[config.mk]
export PLATFORM = sky130hd
export DESIGN_NAME = spi_slave
export DESIGN_NICKNAME = d
export VERILOG_FILES = /design/src/rtl/spi_slave_pkg.sv /design/src/rtl/spi_sync.sv /design/src/rtl/spi_slave.sv
export SDC_FILE = /design/constraint.sdc
export NUM_CORES = 1
export LEC_CHECK = 0
export BUFFER_PORTS_ARGS = -buffer_cell sky130_fd_sc_hd__clkbuf_2
export CAP_MARGIN = 20
export CORE_MARGIN = 2
export CORE_UTILIZATION = 35
export DETAILED_ROUTE_END_ITERATION = 8
export HOLD_SLACK_MARGIN = 0.05
export PLACE_DENSITY = 0.52
export SETUP_SLACK_MARGIN = 0.5
export SYNTH_ARGS = -nofsm -noshare
export SYNTH_HDL_FRONTEND = slang
export SYNTH_SLANG_ARGS = --single-unit
[constraint.sdc]
create_clock -name clk -period 1.66 [get_ports clk]
set_input_delay 0.249 -clock clk [delete_from_list [all_inputs] [get_ports clk]]
set_output_delay 0.249 -clock clk [all_outputs]
set_load 0.05 [all_outputs]
[src/rtl/spi_slave_pkg.sv]
// Shared definitions for the SPI mode-0 slave: state encoding, frame width
// and the default synchronizer depth.
package spi_slave_pkg;

  // Controller states; the encoding is fixed so spi_idle decodes a single bit.
  typedef enum logic {
    ST_IDLE   = 1'b0,
    ST_ACTIVE = 1'b1
  } state_t;

  // Bits per SPI frame.
  localparam int FRAME_W = 8;

  // Width of the in-frame bit counter.
  localparam int BIT_CNT_W = $clog2(FRAME_W);

  // Default number of synchronizer flops on the SPI inputs.
  localparam int SYNC_STAGES_DEF = 2;

  // Bundle layout of the synchronized SPI inputs {spi_clk, spi_cs_n, spi_mosi}.
  localparam int SYNC_W    = 3;
  localparam int IDX_SCLK  = 2;
  localparam int IDX_CS_N  = 1;
  localparam int IDX_MOSI  = 0;

  // Synchronizer reset value: spi_clk idle low, chip select deasserted.
  localparam logic [SYNC_W-1:0] SYNC_RST_VAL = 3'b010;

endpackage

[src/rtl/spi_sync.sv]
// Multi-flop synchronizer for a bundle of asynchronous single-bit inputs.
// Each bit is synchronized independently; DEPTH is the number of flops.
module spi_sync #(
  parameter int               WIDTH   = 3,
  parameter int               DEPTH   = 2,
  parameter logic [WIDTH-1:0] RST_VAL = '0
) (
  input  logic             clk,
  input  logic             reset,
  input  logic [WIDTH-1:0] i_async,
  output logic [WIDTH-1:0] o_sync
);

  logic [WIDTH-1:0] r_stage [DEPTH];

  // Shift the asynchronous inputs through DEPTH flops; reset to a known idle level.
  always_ff @(posedge clk) begin
    if (reset) begin
      for (int i = 0; i < DEPTH; i++) begin
        r_stage[i] <= RST_VAL;
      end
    end else begin
      r_stage[0] <= i_async;
      for (int i = 1; i < DEPTH; i++) begin
        r_stage[i] <= r_stage[i-1];
      end
    end
  end

  assign o_sync = r_stage[DEPTH-1];

endmodule

[src/rtl/spi_slave.sv]
// SPI mode-0 slave, 8-bit frames, MSB first, oversampled by the system clock.
// Optional feature: define SPI_SLAVE_MISO_OE_EN to add the spi_miso_oe output
// (high while ACTIVE) for driving a tristate MISO pad.
module spi_slave
  import spi_slave_pkg::*;
#(
  parameter int SYNC_STAGES = SYNC_STAGES_DEF
) (
  input  logic               clk,
  input  logic               reset,
  input  logic [FRAME_W-1:0] din,
  input  logic               wr_sd,
  output logic               tx_ready,
  output logic [FRAME_W-1:0] dout,
  input  logic               spi_clk,
  input  logic               spi_cs_n,
  input  logic               spi_mosi,
  output logic               spi_miso,
  output logic               spi_done_tick,
  output logic               spi_idle
`ifdef SPI_SLAVE_MISO_OE_EN
  ,
  output logic               spi_miso_oe
`endif
);

  // Synchronized SPI inputs and edge-detect history.
  logic [SYNC_W-1:0]    w_sync;
  logic                 w_sclk_s;
  logic                 w_cs_s;
  logic                 w_mosi_s;
  logic                 r_sclk_d;
  logic                 r_cs_d;
  logic                 w_sclk_rise;
  logic                 w_sclk_fall;
  logic                 w_cs_fall;
  logic                 w_cs_rise;

  // Controller state.
  state_t               r_state;
  logic [BIT_CNT_W-1:0] r_bit_cnt;
  logic [FRAME_W-1:0]   r_rx_sh;
  logic [FRAME_W-1:0]   r_tx_sh;
  logic [FRAME_W-1:0]   r_dout;
  logic                 r_done_tick;

  // Transmit holding register.
  logic [FRAME_W-1:0]   r_hold;
  logic                 r_pending;

  // Reload / write-accept decode.
  logic                 w_last_bit;
  logic                 w_load;
  logic                 w_accept;
  logic [FRAME_W-1:0]   w_reload_val;

  spi_sync #(
    .WIDTH   (SYNC_W),
    .DEPTH   (SYNC_STAGES),
    .RST_VAL (SYNC_RST_VAL)
  ) u_sync (
    .clk     (clk),
    .reset   (reset),
    .i_async ({spi_clk, spi_cs_n, spi_mosi}),
    .o_sync  (w_sync)
  );

  assign w_sclk_s = w_sync[IDX_SCLK];
  assign w_cs_s   = w_sync[IDX_CS_N];
  assign w_mosi_s = w_sync[IDX_MOSI];

  // One extra flop on synchronized clock and select for edge detection.
  always_ff @(posedge clk) begin
    if (reset) begin
      r_sclk_d <= 1'b0;
      r_cs_d   <= 1'b1;
    end else begin
      r_sclk_d <= w_sclk_s;
      r_cs_d   <= w_cs_s;
    end
  end

  assign w_sclk_rise = w_sclk_s & ~r_sclk_d;
  assign w_sclk_fall = ~w_sclk_s & r_sclk_d;
  assign w_cs_fall   = ~w_cs_s & r_cs_d;
  assign w_cs_rise   = w_cs_s & ~r_cs_d;

  // A byte completes on the rising edge that samples its last bit; a chip
  // select rising edge on the same cycle wins and aborts instead.
  assign w_last_bit = (r_state == ST_ACTIVE) && !w_cs_rise && w_sclk_rise &&
                      (r_bit_cnt == BIT_CNT_W'(FRAME_W - 1));

  // The shifter reloads at frame start and at every byte boundary.
  assign w_load = ((r_state == ST_IDLE) && w_cs_fall) || w_last_bit;

  // Pending data goes out next; with nothing pending the master reads zeros.
  assign w_reload_val = r_pending ? r_hold : '0;

  // Writes are only taken while the holding register is empty. A write that
  // coincides with a reload from empty becomes pending for the following byte.
  assign w_accept = wr_sd & ~r_pending;

  // Holding register: capture accepted writes, release on reload.
  always_ff @(posedge clk) begin
    if (reset) begin
      r_hold    <= '0;
      r_pending <= 1'b0;
    end else begin
      if (w_accept) begin
        r_hold    <= din;
        r_pending <= 1'b1;
      end else if (w_load && r_pending) begin
        r_pending <= 1'b0;
      end
    end
  end

  // Main FSM: frame tracking, receive/transmit shifting and byte completion.
  always_ff @(posedge clk) begin
    if (reset) begin
      r_state     <= ST_IDLE;
      r_bit_cnt   <= '0;
      r_rx_sh     <= '0;
      r_tx_sh     <= '0;
      r_dout      <= '0;
      r_done_tick <= 1'b0;
    end else begin
      r_done_tick <= 1'b0;
      case (r_state)
        ST_IDLE: begin
          // Clock edges are ignored until chip select is asserted.
          if (w_cs_fall) begin
            r_state   <= ST_ACTIVE;
            r_bit_cnt <= '0;
            r_tx_sh   <= w_reload_val;
          end
        end
        ST_ACTIVE: begin
          if (w_cs_rise) begin
            // Partial byte is dropped; dout and the holding register stay.
            r_state   <= ST_IDLE;
            r_bit_cnt <= '0;
          end else if (w_sclk_rise) begin
            r_rx_sh   <= {r_rx_sh[FRAME_W-2:0], w_mosi_s};
            r_bit_cnt <= r_bit_cnt + 1'b1;
            if (w_last_bit) begin
              r_dout      <= {r_rx_sh[FRAME_W-2:0], w_mosi_s};
              r_done_tick <= 1'b1;
              r_tx_sh     <= w_reload_val;
            end
          end else if (w_sclk_fall && (r_bit_cnt != '0)) begin
            // At bit 0 the freshly loaded MSB must stay on the line.
            r_tx_sh <= {r_tx_sh[FRAME_W-2:0], 1'b0};
          end
        end
        default: begin
          r_state <= ST_IDLE;
        end
      endcase
    end
  end

  assign dout          = r_dout;
  assign spi_done_tick = r_done_tick;
  assign spi_idle      = (r_state == ST_IDLE);
  assign tx_ready      = ~r_pending;
  assign spi_miso      = (r_state == ST_ACTIVE) ? r_tx_sh[FRAME_W-1] : 1'b0;

`ifdef SPI_SLAVE_MISO_OE_EN
  assign spi_miso_oe   = (r_state == ST_ACTIVE);
`endif

endmodule

Word-level counts from Yosys, hierarchy flattened:

Memories as Yosys holds them, arrays and structs flattened.
Cells that the tools add are included.

* reduce and logical (&&, ||, !) cells: 15
* bitwise gates (word level): 15
* add/sub/neg operators: 1
* eq/ne operators: 6
* muxes and demuxes: 23

Operators with widths (count)
* 8-bit two-way mux: 6
* 8-bit case mux with 2 select lines: 1
* 3-bit two-way mux: 5
* 1-bit two-way mux: 9
* 1-bit inverter: 8
* 4-bit AND reduction: 2
* 1-bit logical AND: 6
* 3-bit by 2-bit != test with 1-bit output (second input constant): 2
* 3-bit case mux with 2 select lines: 1
* 1-bit AND: 5
* 4-bit OR reduction: 1
* 3-bit by 1-bit adder with 3-bit output (second input constant): 1
* 3-bit equality test (second input constant): 1
* 3-bit != test (second input constant): 1
* 3-bit AND reduction: 1
* 3-bit nonzero test: 1
* 2-bit by 1-bit != test with 1-bit output (second input constant): 1
* 2-bit != test (second input constant): 1
* 1-bit bitwise OR: 2
* 1-bit case mux with 2 select lines: 1
* 2-bit AND reduction: 1
* 2-bit nonzero test: 1
* 1-bit zero test: 1
* 1-bit logical OR: 1

* output and inout bits: 12
* bits of input ports: 14
* memories: 1
* register bits after elaboration: 39
* bits in writable memories: 6

Memory list
* u_sync.r_stage: depth 2, bits a word 3, read ports 2, clocked after Yosys merged registers in 0, write ports 2, line spi_sync.sv:14 `logic [WIDTH-1:0] r_stage [DEPTH];`

Longest topological paths before layout:

* depth after elaboration: 10
* gate-level depth with buffers: 8
* mapped depth without buffers: 6

By module:

A second synthesis with hierarchy kept.

* cell total of the unflattened synthesis: 219
* area total of the unflattened synthesis: 1858.0 um^2

Modules (own cells, without submodules)
* spi_slave: sequential area each 780.7 um^2, area each 1677.9 um^2, cells each 204, instances 1
* spi_sync: sequential area each 120.1 um^2, area each 180.2 um^2, cells each 15, instances 1

Least setup slack after synthesis:

No wires, ideal clock.

* path kind: flip-flop to flip-flop
* from: reg r_bit_cnt[0]
* to: reg r_tx_sh[0]
* required time: 1544 ps
* period minus slack after synthesis: 1721 ps
* cell stages (with the launch flop): 9
* slack: -61 ps
* arrival time: 1605 ps
* cell sequence: dfxtp_1 > ha_1 > ha_1 > buf_2 > nor3b_1 > o21ai_1 > buf_4 > a21oi_1 > a31o_2

* word-level cells in the longest chain between the ends: 4

Ends and longest elaborated chain
* start: declaration: line spi_slave.sv:41 `logic [BIT_CNT_W-1:0] r_bit_cnt;`
* start signal: assignment: line spi_slave.sv:145 `r_bit_cnt <= r_bit_cnt + 1'b1;`
* 3-bit equality test / 3-bit nonzero test (equally long branches): line spi_slave.sv:91, spi_slave.sv:151
* 1-bit logical AND (on tied branches): line spi_slave.sv:90, spi_slave.sv:151
* 3-bit by 2-bit != test with 1-bit output (no source line)
* 4-bit AND reduction (no source line) (*)
* end signal: assignment: line spi_slave.sv:135 `r_tx_sh <= w_reload_val;`
* end signal: assignment: line spi_slave.sv:149 `r_tx_sh <= w_reload_val;`
* end signal: assignment: line spi_slave.sv:153 `r_tx_sh <= {r_tx_sh[FRAME_W-2:0], 1'b0};`
* end: declaration: line spi_slave.sv:43 `logic [FRAME_W-1:0] r_tx_sh;`

Every way passes the cells marked *; elsewhere a longest branch is shown, timed or not.
A chain may end at the register's enable or synchronous reset.

Worst setup path after layout:

* from: reg r_bit_cnt[1]
* to: reg r_tx_sh[0]

Same word-level chain as after synthesis.

==> results.json <==
{
  "crit_chain": "inv_4 -> ha_4 -> nor2b_4 -> o211ai_4 -> buf_12 -> a21oi_4 -> a31o_4",
  "totalWireLength_mm": 4.32,
  "clkTransAtPathRegs_ns": 0.08,
  "min_period_over_period_pct": 89.8,
  "rsz0062_at_grt": "yes",
  "die_h_um": 76.5,
  "num_rows": 26,
  "cellPowerDensity_mw_per_mm2": 766,
  "io_buffers": 25,
  "leakage_nw": 0.986,
  "nFillCells": 487,
  "critPathBufInv": 2,
  "regToRegEndpoint": "r_tx_sh[0]$_SDFFE_PP0P_",
  "yosys_warnings": 0,
  "fin_skew_ns": 0.00316,
  "slowest_stage": "dfxtp_4",
  "dr_total_vias": 1601,
  "maxSlewHeadroom_pct": 75.1,
  "hold_depth": 2,
  "syn-num-nets": 234,
  "grt_pass1_vias": 1575,
  "drtPass1Iterations": 4,
  "fin_area_mm2": 0.00265,
  "drt-vias-per-instance": 4.84,
  "placed_area_mm2": 0.00213,
  "multi_input_area_mm2": 0.00104,
  "slew_violations": 0,
  "io_pins": 26,
  "antenna_found_initial": 0,
  "cts_tree": "built",
  "clock.fmax_mhz": 671,
  "seq_area_um2": 926,
  "setup_viol": 0,
  "min_path_type": "input pin to register",
  "worst_setup_path_start_kind": "register",
  "critPathTopFamily": "compound AO/OA/AOI/OAI gates",
  "synth.avg_cell_area_um2": 8.48,
  "maxCapViolations": 0,
  "rrSetupSlack_ns": 0.17,
  "place_ws_ns": 0.143,
  "rr_worst_depth": 7,
  "ys_ff_latch": 45,
  "post-route-min-period_ns": 1.49,
  "grt_pass1_wl_mm": 7.40,
  "grt_usage_pct": 15.5,
  "crit_type": "register to register",
  "grt_max_degree": 34,
  "min_to": "u_sync.r_stage[0][1]$_SDFF_PP1_",
  "crit_start": "r_bit_cnt[1]$_SDFFE_PP0P_",
  "start_util_pct": 36.2,
  "ir_drop_mv": 0.368,
  "tightest_slew_ns": 0.371,
  "hold_violations": 0,
  "grt_overflow": 0,
  "insertedDiodeCount": 0,
  "r2r_start": "r_bit_cnt[1]$_SDFFE_PP0P_",
  "fin_nets": 278,
  "ant_nets": 0,
  "die-area_mm2": 0.00585,
  "cts_sinks": 45,
  "fin_ws_ns": 0.169,
  "first_iter_violations": 35,
  "clk_latency_ns": 0.29,
  "status": "finished, final reports clean",
  "clockBufferDepth": 2,
  "globalplace.congestion": 0.692,
  "dpl.hpwl_mm": 2.57,
  "die_x_um": 76.5,
  "path_max_fanout": 7,
  "cpPeakStageDelay_ns": 0.38,
  "wl_per_cell_um": 13.1,
  "drive_above_1_share_pct": 43.3,
  "postSynthCellCount": 217,
  "timing.hold.ws_ns": 0.139,
  "cp-end-kind": "register",
  "cts-buffers-inserted": 5,
  "cp.arrival_ns": 1.67,
  "drc": 0,
  "cts_hold_buf": 0,
  "yosysUniqueCellTypes": 32,
  "netlist_area_mm2": 0.00184,
  "area_growth_pct": 44.2,
  "h-tree-depth": 2,
  "synth_seq_area_share_pct": 49.0,
  "fin_tns_setup_ns": 0,
  "core_mm2": 0.00507,
  "hold_start": "spi_cs_n",
  "worstPathRequired_ns": 1.84,
  "cts_root_buf": "clkbuf_8"
}
## cell families after synthesis
logic type | count (synthesis) | share of synthesized area (%)
AO/OA/AOI/OAI | 62 | 21.0
buffers and inverters | 21 | 5.71
flip-flops | 45 | 49.0
AND/OR/NAND/NOR | 86 | 22.3
adder cells (fa/ha/maj) | 3 | 2.04
## stage by stage
step | utilization, % | power [mW] | instances
floorplan | - | 1.28 | 217
detailed placement | 41.9 | 1.33 | 305
global route | 52.3 | 2.14 | 331
finish | 52.3 | 2.03 | 331
CTS | 49.0 | 2.04 | 325
global placement | 41.9 | 1.33 | 305
## metal layers
| metal | part of all wire, % | track usage [%] | routed length (um) |
|---|---|---|---|
| met1 | 47 | 20.4 | 2050 |
| met2 | 49 | 25.0 | 2110 |
| met3 | 3.2 | 3.91 | 140 |
| met4 | 0.62 | 4.55 | 27 |
| met5 | 0 | 0 | 0 |
## what timing repair did
action | CTS | global route
gates cloned | 3 | 2
gates resized for setup | 47 | 38
endpoints found under the setup margin | 43 | 44
buffers inserted | 10 | 4
pin swaps | 13 | 7
## cell usage after synthesis, drive strengths merged
cell type   n  area share [%]
a211oi      1            0.41
a21oi      41              11
a311oi      7             3.7
a31o        1            0.48
a31oi       7             2.4
a32oi       2            0.95
and2        1            0.34
buf         9             3.3
clkbuf      7             1.4
dfxtp      45              49
ha          3             2.0
inv         5             1.0
nand2      49              10
nand2b      2            0.68
nand3      11             3.0
nand3b      2            0.82
nand4       1            0.34
nor2        4            0.82
nor2b      10             3.4
nor3        1            0.88
nor3b       1            0.41
o211ai      1             1.2
o21ai       2            0.54
or2         3             1.0
or3b        1            0.61
## area by class of cell
cell class	instances	area share [%]
inverters	5	1.04
well taps	70	3.30
clock buffers	7	3.25
flip-flops and latches	45	34.9
repair buffers	53	18.4
multi-input cells	151	39.1
## cells in the final DEF (no fill, tap or decap), types with 2 or more instances in the layout
master / instances
a31oi_1: 7
a21oi_2: 12
nand2_1: 45
inv_4: 2
nand2_2: 2
buf_6: 8
or2_2: 3
dfxtp_2: 2
buf_4: 15
nor2b_1: 6
a21oi_1: 28
nand2_4: 2
nor2b_2: 2
buf_12: 4
nand2b_1: 2
nor2b_4: 2
clkbuf_4: 5
clkbuf_2: 13
buf_2: 4
ha_4: 3
clkbuf_8: 6
nand3b_1: 2
nand3_1: 10
buf_8: 2
a311oi_2: 6
dfxtp_4: 6
dfxtp_1: 37
nor2_1: 4
a32oi_1: 2
## sequential cells by signal, indices dropped and copies added (netlist names)
signal	flops
spi_done_tick	1
r_rx_sh	7
r_pending	1
r_hold	8
u_sync.r_stage	6
dout	8
r_bit_cnt	3
r_tx_sh	8
r_state	1
r_sclk_d	1
r_cs_d	1
## power breakdown
| group | switching, mW | internal [mW] |
|---|---|---|
| combinational | 0.124 | 0.116 |
| sequential | 0.0257 | 1.11 |
| clock | 0.330 | 0.330 |
## worst max path at each step
stage	endpoint	slack, ns	cells past startpoint
after global routing	r_tx_sh[0]$_SDFFE_PP0P_	0.08	4
after CTS	r_tx_sh[0]$_SDFFE_PP0P_	0.20	7
after global placement	r_tx_sh[5]$_SDFFE_PP0P_	0.20	7
final	r_tx_sh[0]$_SDFFE_PP0P_	0.17	7
after floorplan	r_tx_sh[0]$_SDFFE_PP0P_	0.14	8
after detailed placement	r_tx_sh[5]$_SDFFE_PP0P_	0.14	7
Note: power is estimated with default switching activity, not from simulation.
